===== config.mk =====
export PLATFORM = sky130hd
export DESIGN_NAME = ir_prefetch_queue
export DESIGN_NICKNAME = d
export VERILOG_FILES = /design/src/rtl/ir_pkg.sv /design/src/rtl/ir_fifo_mem.sv /design/src/rtl/ir_prefetch_queue.sv
export SDC_FILE = /design/constraint.sdc
export NUM_CORES = 1
export LEC_CHECK = 0
export CAP_MARGIN = 20
export CORE_UTILIZATION = 46
export CTS_CLUSTER_SIZE = 12
export DETAILED_ROUTE_END_ITERATION = 10
export PLACE_DENSITY = 0.7
export REMOVE_ABC_BUFFERS = 1
export SLEW_MARGIN = 10
export SYNTH_ARGS = -nofsm -noshare
export SYNTH_HDL_FRONTEND = slang
export SYNTH_SLANG_ARGS = --single-unit

===== constraint.sdc =====
create_clock -name clk -period 2.8 [get_ports clk]
set_input_delay 0.56 -clock clk [delete_from_list [all_inputs] [get_ports clk]]
set_output_delay 0.56 -clock clk [all_outputs]
set_load 0.03 [all_outputs]

===== src/rtl/ir_pkg.sv =====
// Shared constants for the instruction register / prefetch queue.
package ir_pkg;

  localparam int IR_WIDTH = 16;
  localparam int IR_DEPTH = 4;

  // Reset/flush value of the instruction register (a no-op encoding).
  localparam logic [IR_WIDTH-1:0] IR_NOP = '0;

endpackage


===== src/rtl/ir_fifo_mem.sv =====
// Prefetch FIFO storage with read/write pointers and occupancy count.
// rdata is the head entry, read combinationally; storage is not reset.
module ir_fifo_mem
  import ir_pkg::*;
#(
  parameter int WIDTH = IR_WIDTH,
  parameter int DEPTH = IR_DEPTH,
  localparam int CNT_W = $clog2(DEPTH + 1),
  localparam int PTR_W = $clog2(DEPTH)
) (
  input  logic             clk,
  input  logic             rst,
  input  logic             push,
  input  logic             pop,
  input  logic             clr,
  input  logic [WIDTH-1:0] wdata,
  output logic [WIDTH-1:0] rdata,
  output logic [CNT_W-1:0] count
);

  logic [WIDTH-1:0] mem [DEPTH];
  logic [PTR_W-1:0] wr_ptr;
  logic [PTR_W-1:0] rd_ptr;

  assign rdata = mem[rd_ptr];

  // Storage write; callers never push into a full queue.
  always_ff @(posedge clk) begin
    if (push && !clr) mem[wr_ptr] <= wdata;
  end

  // Pointers wrap naturally since DEPTH is a power of two.
  always_ff @(posedge clk or posedge rst) begin
    if (rst) begin
      wr_ptr <= '0;
      rd_ptr <= '0;
      count  <= '0;
    end else if (clr) begin
      wr_ptr <= '0;
      rd_ptr <= '0;
      count  <= '0;
    end else begin
      if (push) wr_ptr <= wr_ptr + PTR_W'(1);
      if (pop)  rd_ptr <= rd_ptr + PTR_W'(1);
      if (push && !pop)      count <= count + CNT_W'(1);
      else if (pop && !push) count <= count - CNT_W'(1);
    end
  end

endmodule


===== src/rtl/ir_prefetch_queue.sv =====
// Instruction register fed by a prefetch FIFO. ld_ir advances ir_out to the
// next buffered word, bypassing the FIFO when it is empty and a word arrives
// on the same edge. flush empties everything for a branch or jump.
module ir_prefetch_queue
  import ir_pkg::*;
#(
  parameter int WIDTH = IR_WIDTH,
  parameter int DEPTH = IR_DEPTH,
  localparam int CNT_W = $clog2(DEPTH + 1)
) (
  input  logic             clk,
  input  logic             rst,
  input  logic             in_valid,
  input  logic [WIDTH-1:0] in_data,
  output logic             in_ready,
  input  logic             ld_ir,
  input  logic             flush,
  output logic [WIDTH-1:0] ir_out,
  output logic             ir_valid,
  output logic [CNT_W-1:0] count
);

  logic             accept;
  logic             load;
  logic             fifo_empty;
  logic             pop;
  logic             bypass;
  logic             push;
  logic [WIDTH-1:0] head;

  // Readiness depends only on stored state and flush, so a pop from a full
  // queue reopens in_ready only on the following cycle.
  assign in_ready   = (count < CNT_W'(DEPTH)) && !flush;
  assign accept     = in_valid && in_ready;
  assign load       = ld_ir && !flush;
  assign fifo_empty = (count == '0);
  assign pop        = load && !fifo_empty;
  assign bypass     = load && fifo_empty && accept;
  assign push       = accept && !bypass;

  ir_fifo_mem #(
    .WIDTH (WIDTH),
    .DEPTH (DEPTH)
  ) u_fifo (
    .clk   (clk),
    .rst   (rst),
    .push  (push),
    .pop   (pop),
    .clr   (flush),
    .wdata (in_data),
    .rdata (head),
    .count (count)
  );

  // Instruction register: flush clears, load takes head or bypassed input.
  always_ff @(posedge clk or posedge rst) begin
    if (rst) begin
      ir_out   <= WIDTH'(IR_NOP);
      ir_valid <= 1'b0;
    end else if (flush) begin
      ir_out   <= WIDTH'(IR_NOP);
      ir_valid <= 1'b0;
    end else if (load) begin
      if (!fifo_empty) begin
        ir_out   <= head;
        ir_valid <= 1'b1;
      end else if (bypass) begin
        ir_out   <= in_data;
        ir_valid <= 1'b1;
      end else begin
        ir_valid <= 1'b0;
      end
    end
  end

endmodule


# Yosys cells after proc, flatten, opt, wreduce, memory -nomap -nowiden
# Memory sizes are Yosys's and may differ from the RTL's.
# Index checks and enable logic that the tools add are counted.
[word_totals]
register_bits = 24
mem_bits_rw = 64
inputBits = 21
memories = 1
[memory_table]
columns = ["name", "words", "width", "read_ports", "rd_clocked_by_memory_dff", "wr", "line", "text"]
rows = [
  ["u_fifo.mem", 4, 16, 1, 0, 1, "ir_fifo_mem.sv:21", "logic [WIDTH-1:0] mem [DEPTH];"],
]
[op_classes]
add_sub_neg = 4
magnitude_cmp = 1
n_eq_ne = 1
n_mux = 17
reduce_logical = 21
[ops]
columns = ["operator", "n"]
rows = [
  ["2-to-1 mux 16 bit", 4],
  ["logical AND 1 bit", 10],
  ["2-to-1 mux 3 bit", 3],
  ["2-to-1 mux 2 bit", 4],
  ["2-to-1 mux 1 bit", 6],
  ["nonzero test 2 bit", 3],
  ["logical NOT 1 bit", 5],
  ["adder 2 x 1 -> 2 bit, second input constant", 2],
  ["adder 3 x 1 -> 3 bit, second input constant", 1],
  ["logical NOT 3 bit", 1],
  ["less-than comparator 3 bit, second input constant", 1],
  ["!= test 3 x 2 -> 1 bit, second input constant", 1],
  ["nonzero test 3 bit", 1],
  ["subtractor 3 x 1 -> 3 bit, second input constant", 1],
  ["AND reduction 2 bit", 1],
]

# Logic depth before layout (Yosys ltp)
# Gate-level depths: netlist of the first run.
[logic_depth]
depth_word = 11
ltp_mapped = 7

# Modules after synthesis
# From an unflattened synthesis of the first run, not the netlist that was laid out.
[hier_totals]
hier_cells = 211
area_unflattened_um2 = 3638.5
[modules_own_cells]
columns = ["mod", "n_inst", "cells_per_inst", "area_per_inst_um2"]
rows = [
  ["ir_fifo_mem", 1, 129, 2787.7],
  ["ir_prefetch_queue", 1, 82, 850.8],
]

# Worst setup path before layout of the first run
# OpenSTA, ideal clock, no wires.
[synth_timing]
kind = "in2reg"
startpoint = "input flush"
endpoint = "register u_fifo.count[1]"
setup_ps = 82
arrival_ps = 2072
path_slack_ps = 646
cell_stages = 7
path_buffers = 2
path_cell_list = "buf_2 > buf_1 > nor3_1 > fa_1 > nor4bb_1 > a21oi_1 > a31oi_1"
[synth_between]
elab_chain_cells = 9
word_cells_on_any_way = 16
cone_classes = "2 x mux; 14 x reduce/logical"
[synth_rtl]
columns = ["item", "line", "text"]
rows = [
  ["start: declaration", "ir_prefetch_queue.sv:17", "input logic flush,"],
  ["logical NOT 1 bit", "ir_prefetch_queue.sv:33, ir_prefetch_queue.sv:35", ""],
  ["logical AND 1 bit (on tied branches)", "ir_prefetch_queue.sv:35, ir_prefetch_queue.sv:33", ""],
  ["logical AND 1 bit (on tied branches)", "ir_prefetch_queue.sv:38, ir_prefetch_queue.sv:34", ""],
  ["logical AND 1 bit", "ir_prefetch_queue.sv:38", "assign bypass = load && fifo_empty && accept;"],
  ["logical NOT 1 bit", "ir_prefetch_queue.sv:39", "assign push = accept && !bypass;"],
  ["logical AND 1 bit", "ir_prefetch_queue.sv:39", ""],
  ["logical AND 1 bit / logical NOT 1 bit (equally long branches)", "ir_fifo_mem.sv:45, ir_fifo_mem.sv:46", ""],
  ["2-to-1 mux 3 bit / logical AND 1 bit (equally long branches)", "ir_fifo_mem.sv:45, ir_fifo_mem.sv:46", ""],
  ["2-to-1 mux 3 bit / nonzero test 3 bit (equally long branches)", "-", ""],
  ["end signal: assignment", "ir_fifo_mem.sv:45", "if (push && !pop) count <= count + CNT_W'(1);"],
  ["end signal: assignment", "ir_fifo_mem.sv:46", "else if (pop && !push) count <= count - CNT_W'(1);"],
  ["end: declaration", "ir_fifo_mem.sv:18", "output logic [CNT_W-1:0] count"],
]
# Parallel ways exist; a longest one is shown, timed or not.
# A chain may end at the register's enable or synchronous reset.

# Worst setup path in the final report of the first run
[layout_timing]
startpoint = "register u_fifo.count[0]"
endpoint = "output count[0]"
[layout_lines]
columns = ["item", "line", "text"]
rows = [
  ["end: declaration", "ir_prefetch_queue.sv:20", "output logic [CNT_W-1:0] count"],
]
# No word-level cell between the ends.

==> results.cfg, run 1 <==
[outcome]
status = complete, no violations

[timing]
worstMarginPinSlew_ns = 0.784
slew_headroom_pct = 47.7
grt_setup_unrepaired = no
tns_ns = 0
post-route-period-util_pct = 80.2
setup_viol = 0
timing.final.ws_setup_ns = 0.556
slew_violations = 0
skew_ns = 0.0116
timing.hold.ws_ns = 0.515
fmax_mhz = 446
finalHoldViolCount = 0
post-route-min-period_ns = 2.24

[detailed_routing]
first_pass_iters = 6
drt_iter0_markers = 155
vias = 2106
wl_mm = 7.13
post-route-drc-count = 0
ant_nets = 0
wl_per_cell_um = 19.1
routed_via_density = 5.65

[clocking]
holdBufCountCts = 0
root_buffer = clkbuf_8
cts_resized = 0
cts_max_path_buffers = 2
clk_latency_ns = 0.36
post-cts-setup-buffer-count = 0
cts.clk_slew.worst_paths_ns = 0.09
cts.htree.levels = 3
cts_tree = yes
cts_sinks = 88
numCtsBuffers = 9

[cells_and_area]
fillers = 613
fin_cells = 373
antenna_cells = 0
final_nets = 292
fin_util_pct = 57.9
drive_gt1_share_pct = 15.9
syn_to_final_growth_pct = 20.6

[critical_path]
reg2reg_depth = 6
start_kind = flip-flop
end_kind = primary output
worst-path-stages = 1
max_stage_delay_ns = 0.75
critical_path_required_ns = 2.24
cp_cell_sequence = clkdlybuf4s50_1
worstPathMaxFanout = 13
worstPathArrival_ns = 1.68
crit_path_top_delay_cell = clkdlybuf4s50_1
cp_top_family = buffers and inverters
timing_worst_setup_path_type = flip-flop to primary output
cp_num_buf_inv = 1

[min_path]
hold_path.class = flip-flop to flip-flop
holdPathStages = 1

[logic_synthesis]
ys_ff_latch = 88
yosysSeqAreaShare_pct = 67.3
synth_area_per_cell_um2 = 17.4
netlist_area_um2 = 3750
yosys_warnings = 0
ys_types = 38
synthCells = 215

[power_and_ir_drop]
powerDensity_nw_per_um2 = 650
max-vdd-ir-drop_uv = 410
p_leak_uw = 0.00168

[placement]
place.gp.congestion = 0.776
dp.final_hpwl_mm = 4.55
dp.cells = 357
port_buffers = 41
pre_cts_slack_ns = 0.198

[global_routing]
grt_antenna_before_repair = 0
first_global_vias = 2132
grt_overflow_total = 0
grtUsageTotal_pct = 18.8
grt_pass1_wl_mm = 11.6
grt_max_degree = 25

[floorplan]
rows = 32
die_x_um = 92.2
die_h_um = 92.2
core-area_um2 = 7810
dieArea_um2 = 8510
initial_core_util_pct = 48.0
ios = 42

[run]
cap_violations = 0
==> final timing paths <==
check,slack (ns),end,from
setup / recovery,0.56,count[0],u_fifo.count[0]$_DFFE_PP0P_
hold / removal,0.52,ir_out[12]$_DFFE_PP0P_,ir_out[12]$_DFFE_PP0P_
setup reg to reg,0.75,u_fifo.count[1]$_DFFE_PP0P_,u_fifo.count[2]$_DFFE_PP0P_
hold reg to reg,0.52,ir_out[12]$_DFFE_PP0P_,ir_out[12]$_DFFE_PP0P_
max in group asynchronous,1.98,ir_out[7]$_DFFE_PP0P_,rst
min in group asynchronous,0.55,ir_out[13]$_DFFE_PP0P_,rst
==> power by group <==
part / internal [uW] / switching, uW / total [uW]
clock network: 417 / 452 / 869
registers: 1470 / 57.8 / 1530
logic: 264 / 275 / 539
total: 2150 / 784 / 2940
==> state kept, by name, summed over array words and instances, names as in the netlist <==
| name | count |
|---|---|
| u_fifo.count | 3 |
| ir_valid | 1 |
| u_fifo.wr_ptr | 2 |
| u_fifo.mem | 64 |
| u_fifo.rd_ptr | 2 |
| ir_out | 16 |
==> through the flow <==
step                area, um2  total power (uW)
global placement         4320              2090
floorplan                3640              1860
finish                   4520              2940
global route             4520              3060
CTS                      4520              2970
detailed placement       4320              2100
==> worst reg2reg max path, cell delays in order, from the launching register on <==
cell and delay (ns):
dfrtp_1 0.51, nand2b_1 0.26, nor3_1 0.20, fa_1 0.50
nor4bb_1 0.28, a21oi_1 0.06, a31oi_1 0.17
==> layout make-up <==
class,instances,area [um2],share of cell area (%)
clock buffer,10,128,2.82
clock inverter,6,68.8,1.52
inverter,7,26.3,0.582
multi-input combinational,104,1090,24.1
sequential,88,2520,55.8
tap,102,128,2.82
timing repair buffer,56,558,12.4
==> placed cells by master, fill, tap and decap left out, types with 7 or more instances in the layout <==
cell type and count:
edfxtp_1 64, a221o_1 16, nor2_1 7, inv_1 7, buf_4 13, dfrtp_1 24
mux4_2 9, clkbuf_8 9, and3b_1 16, mux4_1 7, clkdlybuf4s50_1 40
==> layer usage <==
| metal | global-route usage (%) | wire [um] |
|---|---|---|
| met1 | 26.6 | 3270 |
| met2 | 28.8 | 3530 |
| met3 | 4.89 | 266 |
| met4 | 5.86 | 74 |
| met5 | 0 | 0 |
==> cell usage after synthesis <==
cell type / instances / share of area, %
nand2b_1: 2 / 0.33
dfrtp_1: 24 / 16
mux4_1: 7 / 4.9
buf_2: 6 / 0.80
buf_4: 1 / 0.20
nand3b_1: 1 / 0.20
buf_6: 3 / 0.90
and2_1: 5 / 0.84
o21ai_0: 6 / 0.80
a21oi_1: 4 / 0.53
o211ai_1: 1 / 0.20
xnor2_1: 1 / 0.23
and3_1: 1 / 0.17
fa_1: 1 / 0.53
nor2b_1: 3 / 0.50
inv_1: 7 / 0.70
nor4_1: 1 / 0.17
clkbuf_1: 4 / 0.40
a21oi_4: 1 / 0.43
or3_1: 1 / 0.17
o31a_1: 1 / 0.23
edfxtp_1: 64 / 51
xor2_1: 2 / 0.47
o311ai_0: 1 / 0.23
nor3b_2: 1 / 0.33
nor4bb_1: 3 / 0.80
buf_12: 1 / 0.53
nand2_1: 2 / 0.20
buf_1: 1 / 0.10
mux4_2: 9 / 5.4
a22oi_1: 1 / 0.20
a31oi_1: 3 / 0.50
ha_1: 4 / 1.3
or4_4: 1 / 0.30
nor3_1: 2 / 0.27
nor2_1: 7 / 0.70
a221o_1: 16 / 4.3
and3b_1: 16 / 3.7
==> kinds of logic after synthesis <==
kind of cell	Yosys count	share of synthesized area, %
AOI/OAI and AO/OA	34	7.42
muxes	16	10.3
buffers and inverters	23	3.64
and+or+nand+nor	46	8.72
xor gates and xnor gates	3	0.702
adders and majority gates	5	1.87
DFF	88	67.3
(Power assumes the default switching activity.)
==> run 2, diff against run 1 <==
--- a/config.mk
+++ b/config.mk
@@ -9,7 +9,7 @@
 export CORE_UTILIZATION = 46
 export CTS_CLUSTER_SIZE = 12
 export DETAILED_ROUTE_END_ITERATION = 10
-export PLACE_DENSITY = 0.7
+export PLACE_DENSITY = 0.73
 export REMOVE_ABC_BUFFERS = 1
 export SLEW_MARGIN = 10
 export SYNTH_ARGS = -nofsm -noshare
==> constraint.sdc (replaced) <==
create_clock -name clk -period 1.9 [get_ports clk]
set_input_delay 0.38 -clock clk [delete_from_list [all_inputs] [get_ports clk]]
set_output_delay 0.38 -clock clk [all_outputs]
set_load 0.03 [all_outputs]
==> run 2 against run 1 <==
Effect of this change: total power up 47%; clock skew about the same; non-clock buffer count up 18; utilization up 2.0 points; count of clock-buffer cells in the layout up 4; first-iteration DRC count down 39%; clock power up 39%; combinational power up 63%; cell count up 4.8%.
==> results.cfg, run 2 (same netlist as run 1, synthesis figures left out) <==
[outcome]
status = complete, no violations

[cells_and_area]
layout_commonest_cell = edfxtp_1
fin_cells = 391
largest_register_ffs = 64
regMostFlops = u_fifo.mem
stdcell_area_um2 = 4670
syn_to_final_growth_pct = 24.8
top_regs = u_fifo.mem: 64 flops, ir_out: 16 flops, u_fifo.count: 3 flops
antenna_cells = 0
layout_common_cells = edfxtp_1 (64), clkdlybuf4s50_1 (35), buf_4 (30), dfrtp_1 (24)
drive_gt1_share_pct = 21.1
fin_util_pct = 59.9
final_nets = 310

[clocking]
clk_latency_ns = 0.36
cts.clk_slew.worst_paths_ns = 0.09
holdBufCountCts = 0
cts_sinks = 88
cts_tree = yes
cts.htree.levels = 3
root_buffer = clkbuf_8
cts_max_path_buffers = 2
numCtsBuffers = 9

[detailed_routing]
routed_via_density = 5.51
wl_per_cell_um = 18.9
ant_nets = 0
first_pass_iters = 4
post-route-drc-count = 0
wl_mm = 7.39
vias = 2156
drt_iter0_markers = 95

[power_and_ir_drop]
max-vdd-ir-drop_uv = 495
powerDensity_nw_per_um2 = 926
p_leak_uw = 0.00181

[timing]
post-route-min-period_ns = 1.80
post-route-period-util_pct = 94.7
timing.hold.ws_ns = 0.377
worstMarginPinSlew_ns = 0.380
slew_violations = 0
slew_headroom_pct = 74.3
grt_setup_unrepaired = yes
finalHoldViolCount = 0
skew_ns = 0.0120
fmax_mhz = 556
setup_viol = 0

[run]
cap_violations = 0

[placement]
place.gp.congestion = 0.803
dp.cells = 374
dpl_cell_area_um2 = 4460
port_buffers = 41
dp.final_hpwl_mm = 4.98

[floorplan]
rows = 32
initial_core_util_pct = 48.0
die_x_um = 92.2
die_h_um = 92.2
ios = 42
dieArea_um2 = 8510
core-area_um2 = 7810

[critical_path]
worstPathMaxFanout = 2
cp_num_buf_inv = 1
worst-path-stages = 1
reg2reg_depth = 6
critical_path_required_ns = 1.52
cp_top_family = buffers and inverters
end_kind = primary output
max_stage_delay_ns = 0.69
timing_worst_setup_path_type = flip-flop to primary output
start_kind = flip-flop
worstPathArrival_ns = 1.42
cp_cell_sequence = clkdlybuf4s50_1
crit_path_top_delay_cell = clkdlybuf4s50_1

[global_routing]
grt_max_degree = 25
grt_antenna_before_repair = 0
grt_pass1_wl_mm = 11.7
first_global_vias = 2188
grtUsageTotal_pct = 19.1
grt_overflow_total = 0

[min_path]
hold_path.class = primary input to async pin
==> run 2: cell type report <==
cell class,count,area (um2)
fillers,582,3130
flip-flops and latches,88,2520
multi-input cells,104,1110
repair buffers,74,707
clock buffers,14,174
well taps,102,128
inverters,7,26.3
clock inverters,2,11.3
==> run 2: metrics by stage <==
step	TNS [ns]	setup WS, ns	total power, uW
after floorplan	-4.31	-0.104	2750
after global placement	-14.98	-0.289	3140
after detailed placement	-15.47	-0.387	3170
after CTS	0	0.0153	4360
after global routing	-0.00870	-0.00870	4510
final	0	0.0999	4330
==> run 2: path summary, 6_finish.rpt <==
check | from | endpoint | slack, ns
setup / recovery | ir_out[9]$_DFFE_PP0P_ | ir_out[9] | 0.1
hold / removal | rst | ir_valid$_DFFE_PP0P_ | 0.38
setup reg to reg | u_fifo.count[2]$_DFFE_PP0P_ | u_fifo.count[1]$_DFFE_PP0P_ | 0.11
hold reg to reg | ir_out[11]$_DFFE_PP0P_ | ir_out[11]$_DFFE_PP0P_ | 0.52
max in group asynchronous | rst | ir_out[8]$_DFFE_PP0P_ | 1.24
min in group clk | ir_out[11]$_DFFE_PP0P_ | ir_out[11]$_DFFE_PP0P_ | 0.52
==> run 2: routing by layer <==
metal  GRT usage (%)  up-vias  wire length [um]
li1                -     1000                 -
met1            24.8     1095              3270
met2            30.9       51              3690
met3            4.23       10               296
met4            8.46        0               124
met5               0        -                 0
==> run 2: where the power goes <==
part	switching (uW)	internal, uW	total, uW
Clock	620	592	1210
Sequential	68.2	2170	2240
Combinational	439	440	878
Total	1130	3200	4330
==> run 2: timing repair <==
action,in CTS,in global routing
resized for setup,3,5
hold endpoints to repair,0,0
setup buffers,0,1
setup endpoints to repair,3,2
pin swaps,0,4
==> run 3, diff against run 2 <==
--- a/config.mk
+++ b/config.mk
@@ -6,10 +6,10 @@
 export NUM_CORES = 1
 export LEC_CHECK = 0
 export CAP_MARGIN = 20
-export CORE_UTILIZATION = 46
+export CORE_UTILIZATION = 50
 export CTS_CLUSTER_SIZE = 12
 export DETAILED_ROUTE_END_ITERATION = 10
-export PLACE_DENSITY = 0.73
+export PLACE_DENSITY = 0.78
 export REMOVE_ABC_BUFFERS = 1
 export SLEW_MARGIN = 10
 export SYNTH_ARGS = -nofsm -noshare
==> run 3 against run 2 <==
Effect of this change: global-route usage up 1.1 points; sequential cell count stayed put; utilization rose by 4.8 points; clock skew decreased by 0.0054 ns; clock power rose by 6%.
==> results.cfg, run 3 (same netlist as run 1, synthesis figures left out) <==
[detailed_routing]
wl_met2_mm = 3.74
wl_mm = 7.34
drt-met1-wl_mm = 3.05
first_pass_iters = 4
vias = 2165
dr.max_layer_used = met4
wl_per_cell_um = 19.3
post-route-drc-count = 0
ant_nets = 0
routed_via_density = 5.68
wl_met3_um = 424
drt_iter0_markers = 129

[critical_path]
end_kind = flip-flop
reg2reg_depth = 6
worstPathArrival_ns = 2.16
timing_worst_setup_path_type = primary input to flip-flop
r2r_start = u_fifo.count[2]$_DFFE_PP0P_
rr_endpoint = u_fifo.count[1]$_DFFE_PP0P_
cp-startpoint = ld_ir
critical_path_required_ns = 2.17
worstPathMaxFanout = 4
start_kind = primary input
rrSetupSlack_ns = 0.03

[timing]
fmax_mhz = 530
slew_headroom_pct = 69.4
setup_viol = 0
slew_violations = 0
post-route-period-util_pct = 99.3
timing.final.ws_setup_ns = 0.0142
post-route-min-period_ns = 1.89
tns_ns = 0
finalHoldViolCount = 0
skew_ns = 0.00663
worstMarginPinSlew_ns = 0.453

[clocking]
cts_sinks = 88
cts.clk_slew.worst_paths_ns = 0.08
cts.htree.levels = 3
numCtsBuffers = 9
clk_latency_ns = 0.34
cts_max_path_buffers = 2
root_buffer = clkbuf_8
holdBufCountCts = 0
cts_tree = yes

[placement]
dp.final_hpwl_mm = 4.56
place.gp.congestion = 0.899
dpl_cell_area_um2 = 4460
port_buffers = 41
pre_cts_slack_ns = -0.405

[floorplan]
rows = 31
ios = 42
initial_core_util_pct = 51.6
die_x_um = 88.6
die_h_um = 88.6
dieArea_um2 = 7840
core-area_um2 = 7250

[power_and_ir_drop]
powerDensity_nw_per_um2 = 940
p_leak_uw = 0.00179
max-vdd-ir-drop_uv = 508

[cells_and_area]
syn_to_final_growth_pct = 25.2
regMostFlops = u_fifo.mem
top_regs = u_fifo.mem: 64 flops, ir_out: 16 flops, u_fifo.count: 3 flops
layout_common_cells = edfxtp_1 (64), clkdlybuf4s50_1 (35), dfrtp_1 (24), buf_4 (18)
antenna_cells = 0
drive_gt1_share_pct = 19.5
largest_register_ffs = 64
final_nets = 303
layout_commonest_cell = edfxtp_1
stdcell_area_um2 = 4690

[global_routing]
grt_pass1_wl_mm = 11.1
first_global_vias = 2104
grt_antenna_before_repair = 0
grt_overflow_total = 0
grtUsageTotal_pct = 20.2
grt_max_degree = 25

[outcome]
status = complete, no violations

[run]
cap_violations = 0

[min_path]
hold_path.class = primary input to async pin
## run 3: layout make-up
type                       instances  area (um2)
fill                             525        2560
sequential                        88        2520
multi-input combinational        104        1110
timing repair buffer              67         712
clock buffer                      11         141
tap                               99         124
clock inverter                     5        56.3
inverter                           7        26.3
## run 3: where the power goes
group | leakage, uW | switching, uW | internal [uW]
logic | 0.000803 | 446 | 446
registers | 0.000902 | 67.2 | 2170
clock network | 0.0000892 | 638 | 640
total | 0.00179 | 1150 | 3260
## run 3: metrics by stage
step	std cells	hold WS [ns]	utilization, %	total power, uW
after global placement	364	0.495	61.4	3140
after detailed placement	364	0.498	61.4	3160
after global routing	381	0.423	64.6	4590
after CTS	380	0.400	64.2	4430
after floorplan	199	0.395	-	2750
final	381	0.391	64.6	4410
## run 3: worst max-delay path by stage
stage / slack [ns] / cells past startpoint / endpoint
final: 0.01 / 6 / u_fifo.count[1]$_DFFE_PP0P_
after CTS: 0.0007 / 5 / in_ready
after global routing: -0.03 / 6 / u_fifo.count[1]$_DFFE_PP0P_
after floorplan: -0.10 / 6 / u_fifo.count[1]$_DFFE_PP0P_
after detailed placement: -0.40 / 7 / u_fifo.count[1]$_DFFE_PP0P_
after global placement: -0.28 / 7 / u_fifo.count[1]$_DFFE_PP0P_
## run 3: layer usage
metal | track usage (%) | vias up
li1 | - | 986
met5 | 0 | -
met2 | 32.3 | 81
met3 | 4.85 | 11
met4 | 7.04 | 0
met1 | 27.3 | 1087
## run 3: what timing repair did
action | 4_1_cts | 5_1_grt
endpoints found under the setup margin | 3 | 3
buffers inserted | 0 | 1
pin swaps | 1 | 4
resized for setup | 3 | 6
hold endpoints to repair | 0 | 0
## run 3: critical path, cell delays in order
cell and delay (ns):
clkdlybuf4s50_1 0.52, nor3_4 0.18, fa_1 0.47, nor4bb_1 0.37
a21oi_1 0.08, a31oi_1 0.15
